### src/rtl/fetch_unit.sv
// Instruction fetch stage: PC register, word address to instruction memory, and a
// 2-entry {pc, instr} queue presented to decode over a valid/ready handshake.
module fetch_unit #(
    parameter logic [31:0] RESET_PC = 32'h0000_0000,
    parameter int          IMEM_AW  = 10,
    parameter int          FQ_DEPTH = 2
) (
    input  logic               clk,
    input  logic               reset,
    output logic [IMEM_AW-1:0] imem_addr,
    input  logic [31:0]        imem_instr,
    input  logic               redirect_valid,
    input  logic [31:0]        redirect_target,
    output logic               if_valid,
    input  logic               if_ready,
    output logic [31:0]        if_instr,
    output logic [31:0]        if_pc,
    output logic               misalign_err
);

    logic [31:0] pc_reg;
    logic        head_reg;
    logic        tail_reg;
    logic [1:0]  count_reg;
    logic        misalign_reg;
    logic [31:0] q_pc_reg    [FQ_DEPTH];
    logic [31:0] q_instr_reg [FQ_DEPTH];

    logic pop;
    logic push;

    assign pop  = if_valid & if_ready;
    // A full queue can still accept the current word when the head leaves this cycle.
    assign push = !redirect_valid && ((count_reg != 2'(FQ_DEPTH)) || pop);

    assign imem_addr    = pc_reg[IMEM_AW+1:2];
    assign if_valid     = (count_reg != 2'd0);
    assign if_instr     = if_valid ? q_instr_reg[head_reg] : 32'h0;
    assign if_pc        = if_valid ? q_pc_reg[head_reg] : 32'h0;
    assign misalign_err = misalign_reg;

    always_ff @(posedge clk or negedge reset) begin
        if (!reset) begin
            pc_reg       <= RESET_PC;
            head_reg     <= 1'b0;
            tail_reg     <= 1'b0;
            count_reg    <= 2'd0;
            misalign_reg <= 1'b0;
        end else if (redirect_valid) begin
            // Any pop this cycle still completes; everything left in the queue is dropped.
            pc_reg    <= {redirect_target[31:2], 2'b00};
            head_reg  <= 1'b0;
            tail_reg  <= 1'b0;
            count_reg <= 2'd0;
            if (redirect_target[1:0] != 2'b00) begin
                misalign_reg <= 1'b1;
            end
        end else begin
            if (push) begin
                tail_reg <= ~tail_reg;
                pc_reg   <= pc_reg + 32'd4;
            end
            if (pop) begin
                head_reg <= ~head_reg;
            end
            if (push && !pop) begin
                count_reg <= count_reg + 2'd1;
            end else if (pop && !push) begin
                count_reg <= count_reg - 2'd1;
            end
        end
    end

    genvar gi;
    generate
        for (gi = 0; gi < FQ_DEPTH; gi++) begin : g_entry
            always_ff @(posedge clk or negedge reset) begin
                if (!reset) begin
                    q_pc_reg[gi]    <= 32'h0;
                    q_instr_reg[gi] <= 32'h0;
                end else if (push && (tail_reg == 1'(gi))) begin
                    q_pc_reg[gi]    <= pc_reg;
                    q_instr_reg[gi] <= imem_instr;
                end
            end
        end
    endgenerate

endmodule

### config.mk
export PLATFORM = sky130hd
export DESIGN_NAME = fetch_unit
export DESIGN_NICKNAME = d
export VERILOG_FILES = /design/src/rtl/fetch_unit.sv
export SDC_FILE = /design/constraint.sdc
export NUM_CORES = 1
export LEC_CHECK = 0
export CAP_MARGIN = 5
export CORE_UTILIZATION = 50
export DETAILED_ROUTE_END_ITERATION = 8
export DONT_BUFFER_PORTS = 1
export SYNTH_ARGS = -nofsm -noshare
export SYNTH_HDL_FRONTEND = slang
export SYNTH_SLANG_ARGS = --single-unit
### constraint.sdc
create_clock -name clk -period 3 [get_ports clk]
set_input_delay 0 -clock clk [delete_from_list [all_inputs] [get_ports clk]]
set_output_delay 0 -clock clk [all_outputs]
set_load 0.02 [all_outputs]
# Word-level counts from Yosys, hierarchy flattened
# Cells that the tools add are included.
# word_totals
ff_bits	165
in_bits	68
out_inout_bits	76
word_cells	50
# op_classes
add_sub_neg	3
n_lt_le_gt_ge	1
n_eq_ne	1
n_mux	17
bitwise	4
n_reduce_logical	15
# op_table
operator	n
$mux W32	10
$add A32 B3 Y32 const B	1
$reduce_bool A2 Y1	4
$mux W2	3
$logic_and A1 B1 Y1	5
$mux W1	4
$logic_not A1 Y1	3
$reduce_bool A3 Y1	1
$add A2 B1 Y2 const B	1
$ge A2 B2 Y1 const B	1
$ne A2 B2 Y1 const B	1
$not A1 Y1	2
$not A1 Y2	1
$reduce_and A2 Y1	1
$sub A2 B1 Y2 const B	1
$and A1 B1 Y1	1
$logic_or A1 B1 Y1	1

# Longest topological paths before layout
# Gate-level depths: netlist of the first run.
# depth
word_depth	9
mapped_depth	6
mapped_depth_nobuf	5

# Worst setup path after synthesis of the first run
# No wires, ideal clock.
# synth_timing
kind	register to register
startpoint	register pc_reg[2]
endpoint	register pc_reg[22]
setup_ns	0.082
t_arrival_ns	1.981
required_time_ns	2.918
path_slack_ns	0.937
path_stages_with_launch	7
n_path_buf	1
period_less_slack_ns	2.063
cell_sequence	dfrtp_1 -> ha_1 -> nand3_2 -> or4_1 -> buf_2 -> or4_1 -> a31oi_1
# synth_between
elab_chain_len	3
# synth_lines
element	line	source
from (decl)	21	logic [31:0] pc_reg;
from (signal assigned)	51	pc_reg <= {redirect_target[31:2], 2'b00};
from (signal assigned)	61	pc_reg <= pc_reg + 32'd4;
$add A32 B3 Y32	61	
$mux W32	59	if (push) begin
$mux W32	49	end else if (redirect_valid) begin
# No other way between the ends. The select of a mux whose other input is x is not followed.
# A chain may end at the register's enable or synchronous reset.

# Worst setup path after layout of the first run
# layout_timing
startpoint	register pc_reg[3]
endpoint	register pc_reg[22]
# The elaborated chain is that of the path after synthesis.

==> out/results.ini, run 1 <==
[worst_setup_path]
crit_buf_inv=0
critPathKind=flop to flop
crit_top_cell=or4_1
path_cells=ha_1, nand3_2, or4_1, or4_1, a31oi_1
critPathArrivalTime_ns=2.77
critPathMaxStageDelay_ns=0.71
slowest_stage=or4_1
cp_max_fo=10
critPathTopFamily=simple AND/OR/NAND/NOR gates
end_kind=flop
required_ns=3.34
start_kind=flop

[global_route]
grt_pass1_wl_um=26800
grt_max_degree=160
gr-usage-all-layers_pct=22.1
antenna_found_initial=0
grt_overflow=0
grt_pass1_vias=5129

[sta]
period_share_pct=80.9
whs_ns=-0.727
setup_ws_ns=0.574
tns_ns=0
finalCriticalPeriod_ns=2.43
max_freq_mhz=412
slew_violations=0
clock_skew_ns=0.00470
tightest_slew_ns=0.840
finalSetupViolCount=0
rsz0062_at_grt=no
slew_headroom_pct=43.8
hold_viol=159

[routing]
avgRoutedWirePerCell_um=18.7
drc=22
drt-pass1-iter-count=6
vias=4975
drt_iter0_drc=263
postRouteAntennaNets=0
finalWirelength_um=16400
viasPerCell=5.67

[clock_tree]
clock_latency_ns=0.42
cts_tree=done
clk_path_buf_depth=2
ctsHoldBuffers=69
cts_setup_buffers=0
cts_root_buf=clkbuf_16
cts_max_level=4
cts_buffers=17
cts_resized=0
clock-sinks=159
clk_pin_slew_ns=0.06

[yosys]
muxShareOfSynthArea_pct=26.8
yosysWarnings=0
synthesis.area_um2=7570
synth_top_family_by_area=multiplexers
synth-simple-area-share_pct=10.8
synth_compound_area_share_pct=4.15
yosys.area_share.xor_xnor_pct=1.62
yosysSeqAreaShare_pct=52.6
yosys_register_bits=159
synthCells=636
synth_fa_ha_area_share_pct=0.165
synth_cell_types=41
synth_area_per_cell_um2=11.9

[min_path]
hold_class=input port to asynchronous set/reset pin

[final_layout]
fillers=1173
final_util_pct=60.9
num-nets-final=750
drive_gt1_share_pct=25.8
num_antenna_cells=0
final_cells=878
seq_area_um2=3980
largest_reg_flops=64
multi_input_area_um2=3320
syn2layout_area_growth_pct=17.9

[flow_run]
cap_viol_max_count=0

[die]
rows=44
io_pins=144
die_x_um=125
fp.dieArea_um2=15600
die_h_um=125
initial_core_util_pct=51.7
design.core.area_um2=14600

[run_status]
violations=DRC, hold timing
status=finished with violations

[placement]
place_hpwl_um=10100
post-place-ws_ns=0.580
routabilityCongestion=0.799
io_buffer_count=0
placed_cells=777

[power_and_ir_drop]
power.density_nw_per_um2=723
leakage_nw=3.54
irDropWorstVdd_uv=499

[cells by family after synthesis]
| kind of cell | Yosys count |
|---|---|
| compound gates | 50 |
| xor+xnor | 14 |
| fa+ha+maj | 1 |
| buf+inv | 59 |
| flops | 159 |
| mux | 187 |
| other cells | 1 |
| simple gates | 165 |
[worst register-to-register path, cell delays in order (launching register included)]
cell	delay (ns)
dfrtp_1	0.56
ha_1	0.26
nand3_2	0.14
or4_1	0.71
or4_1	0.51
a31oi_1	0.17
[path summary, 6_finish.rpt]
check | from | to | slack, ns | cells after the start
setup / recovery | pc_reg[3]$_DFFE_PN0P_ | pc_reg[22]$_DFFE_PN0P_ | 0.57 | 5
hold / removal | reset | q_pc_reg[22]$_DFFE_PN0P_ | -0.73 | 0
setup reg to reg | pc_reg[3]$_DFFE_PN0P_ | pc_reg[22]$_DFFE_PN0P_ | 0.57 | 5
hold reg to reg | q_pc_reg[31]$_DFFE_PN0P_ | q_pc_reg[31]$_DFFE_PN0P_ | 0.50 | 1
max in group asynchronous | reset | q_pc_reg[45]$_DFFE_PN0P_ | 3.42 | 0
min in group clk | redirect_valid | pc_reg[21]$_DFFE_PN0P_ | 0.04 | 3
[area by class of cell]
cell class / count / area share, %
Timing Repair Buffer: 78 / 8.89
Clock inverter: 13 / 1.57
Multi-Input combinational cell: 419 / 37.2
Tap cell: 184 / 2.58
Inverter: 6 / 0.252
Sequential cell: 159 / 44.6
Clock buffer: 19 / 4.85
[layout by cell type, fill, tap and decap left out, types with 8 or more instances in the layout]
cell / instances
dfrtp_1: 158
mux2_2: 124
nor2_1: 81
dlygate4sd3_1: 68
mux2i_1: 63
nand2_1: 26
o21ai_0: 18
clkbuf_16: 17
a31oi_1: 15
or4_1: 11
xnor2_1: 11
o31ai_1: 9
nand3_1: 8
[layer usage]
metal  GRT usage [%]  wire (um)  up-vias
met5               0          0        -
met4            8.75        368        0
met3            6.03       1020       30
met2            35.2       7720      136
met1            28.8       7320     2481
li1                -          -     2328
[power by group]
part	internal (W)	switching [W]	leakage, nW
Clock	0.00123	0.000866	0.270
Combinational	0.000667	0.000724	1.41
Sequential	0.00262	0.000343	1.86
[cell usage after synthesis (all sizes together)]
| master | instances | share of area, % |
|---|---|---|
| nand2 | 26 | 1.3 |
| buf | 26 | 2.2 |
| o41ai | 1 | 0.12 |
| mux2i | 63 | 8.3 |
| nor2 | 82 | 4.1 |
| clkbuf | 27 | 1.4 |
| mux2 | 124 | 18 |
| nor4b | 2 | 0.23 |
| conb | 1 | 0.050 |
| or3 | 9 | 0.81 |
| inv | 6 | 0.30 |
| nor4 | 3 | 0.25 |
| and3 | 1 | 0.083 |
| o31ai | 9 | 0.89 |
| a31oi | 15 | 1.2 |
| nand4 | 7 | 0.94 |
| xnor2 | 11 | 1.3 |
| o211ai | 3 | 0.30 |
| o21ai | 18 | 1.2 |
| a21oi | 1 | 0.066 |
| nor3 | 5 | 0.33 |
| nor3b | 2 | 0.20 |
| or3b | 1 | 0.12 |
| nand2b | 2 | 0.17 |
| or4 | 12 | 1.2 |
| ha | 1 | 0.17 |
| nand3b | 1 | 0.099 |
| dfrtp | 159 | 53 |
| nand3 | 9 | 0.66 |
| nor2b | 1 | 0.083 |
| o311ai | 3 | 0.35 |
| and4 | 2 | 0.23 |
| xor2 | 3 | 0.35 |
[metrics by stage]
step           total power [W]  area [um2]
2_1_floorplan          0.00406        7570
3_3_place_gp           0.00424        7650
3_5_place_dp           0.00432        7650
4_1_cts                0.00653        8920
5_1_grt                0.00677        8920
6_report               0.00645        8920
Power figures use the tool's default switching activity.
==> inputs of run 2 (changes only) <==
clock period = 2.5 ns   (was 3 ns; I/O delays follow)
==> run 2 against run 1 <==
- the run still ends with DRC, hold timing left
- total power increased by 21%
- fmax increased by 10%
- via count increased by 1.5%
- highest routed layer unchanged
==> out/results.ini, run 2 (synthesized netlist as in run 1, its figures left out) <==
[run_status]
status=finished with violations
violations=DRC, hold timing

[die]
die_x_um=125
die_h_um=125
io_pins=144
design.core.area_um2=14600
fp.dieArea_um2=15600
rows=44
initial_core_util_pct=51.7

[worst_setup_path]
crit_top_cell=or4_1
critPathTopFamily=simple AND/OR/NAND/NOR gates
end_kind=flop
cp_max_fo=10
slowest_stage=or4_1
path_cells=nand4_4, or4_1, or4_1, a31oi_1
start_kind=flop
required_ns=2.84
crit_buf_inv=0
critPathArrivalTime_ns=2.54
critPathMaxStageDelay_ns=0.67
critPathKind=flop to flop

[placement]
routabilityCongestion=0.789
place_hpwl_um=10200
placed_cells=790
post-place-ws_ns=0.311
dpl_cell_area_um2=7730
io_buffer_count=0

[routing]
vias=5052
drt_iter0_drc=266
drt-pass1-iter-count=7
drc=22
finalWirelength_um=16600
postRouteAntennaNets=0
avgRoutedWirePerCell_um=18.7
viasPerCell=5.70

[clock_tree]
clk_pin_slew_ns=0.06
cts_max_level=4
clk_path_buf_depth=2
cts_resized=0
clock_latency_ns=0.42
cts_buffers=17
cts_tree=done
clock-sinks=159
cts_root_buf=clkbuf_16
cts_setup_buffers=0
ctsHoldBuffers=69

[sta]
finalSetupViolCount=0
hold_viol=159
whs_ns=-0.719
finalCriticalPeriod_ns=2.20
max_freq_mhz=454
tns_ns=0
rsz0062_at_grt=no
slew_violations=0
clock_skew_ns=0.00499
period_share_pct=88.1
slew_headroom_pct=50.1
setup_ws_ns=0.299
tightest_slew_ns=0.745

[global_route]
antenna_found_initial=0
grt_pass1_wl_um=27500
grt_max_degree=160
grt_pass1_vias=5490
grt_overflow=0
gr-usage-all-layers_pct=22.6

[final_layout]
num_antenna_cells=0
largest_reg_flops=64
final_util_pct=61.5
design_area_um2=9000
final_cells=886
syn2layout_area_growth_pct=19.0
num-nets-final=763
fillers=1185
multi_input_area_um2=3320
final_common_cell=dfrtp_1
drive_gt1_share_pct=26.8
seq_area_um2=3980
final_cell_mix=dfrtp_1, mux2_2, nor2_1

[power_and_ir_drop]
irDropWorstVdd_uv=481
leakage_nw=3.60
power.density_nw_per_um2=867

[min_path]
hold_class=input port to asynchronous set/reset pin

[flow_run]
cap_viol_max_count=0

## run 2: per-stage QoR
| stage | hold WS, ns | power (W) |
|---|---|---|
| after floorplan | -0.296 | 0.00488 |
| after global placement | -0.288 | 0.00513 |
| after detailed placement | -0.288 | 0.00522 |
| after CTS | -0.742 | 0.00791 |
| after global routing | -0.754 | 0.00822 |
| final | -0.719 | 0.00781 |
## run 2: routing by layer
| metal | up-vias | track usage, % | share of wire (%) |
|---|---|---|---|
| met4 | 0 | 8.03 | 1.9 |
| met3 | 25 | 7.06 | 5.7 |
| li1 | 2359 | - | - |
| met2 | 129 | 37.5 | 48 |
| met1 | 2539 | 27.9 | 45 |
| met5 | - | 0 | 0 |
## run 2: layout make-up
class / instances / area share (%)
Sequential cell: 159 / 44.2
Multi-Input combinational cell: 419 / 36.9
Timing Repair Buffer: 91 / 9.75
Clock buffer: 20 / 5.07
Tap cell: 184 / 2.56
Clock inverter: 7 / 1.28
Inverter: 6 / 0.250
## run 2: final timing paths
kind,startpoint,to,slack (ns),cells after the start
setup / recovery,pc_reg[9]$_DFFE_PN0P_,pc_reg[22]$_DFFE_PN0P_,0.30,4
hold / removal,reset,q_pc_reg[20]$_DFFE_PN0P_,-0.72,0
setup reg to reg,pc_reg[9]$_DFFE_PN0P_,pc_reg[22]$_DFFE_PN0P_,0.30,4
hold reg to reg,q_instr_reg[12]$_DFFE_PN0P_,q_instr_reg[12]$_DFFE_PN0P_,0.50,1
max in group asynchronous,reset,head_reg$_DFFE_PN0P_,3.02,0
min in group clk,if_ready,pc_reg[2]$_DFFE_PN0P_,0.01,3
## run 2: power by group
group          internal, W  total [W]  leakage, nW  switching, W
logic             0.000827    0.00175         1.47      0.000923
registers          0.00315    0.00351         1.86      0.000366
clock network      0.00159    0.00255        0.276      0.000956
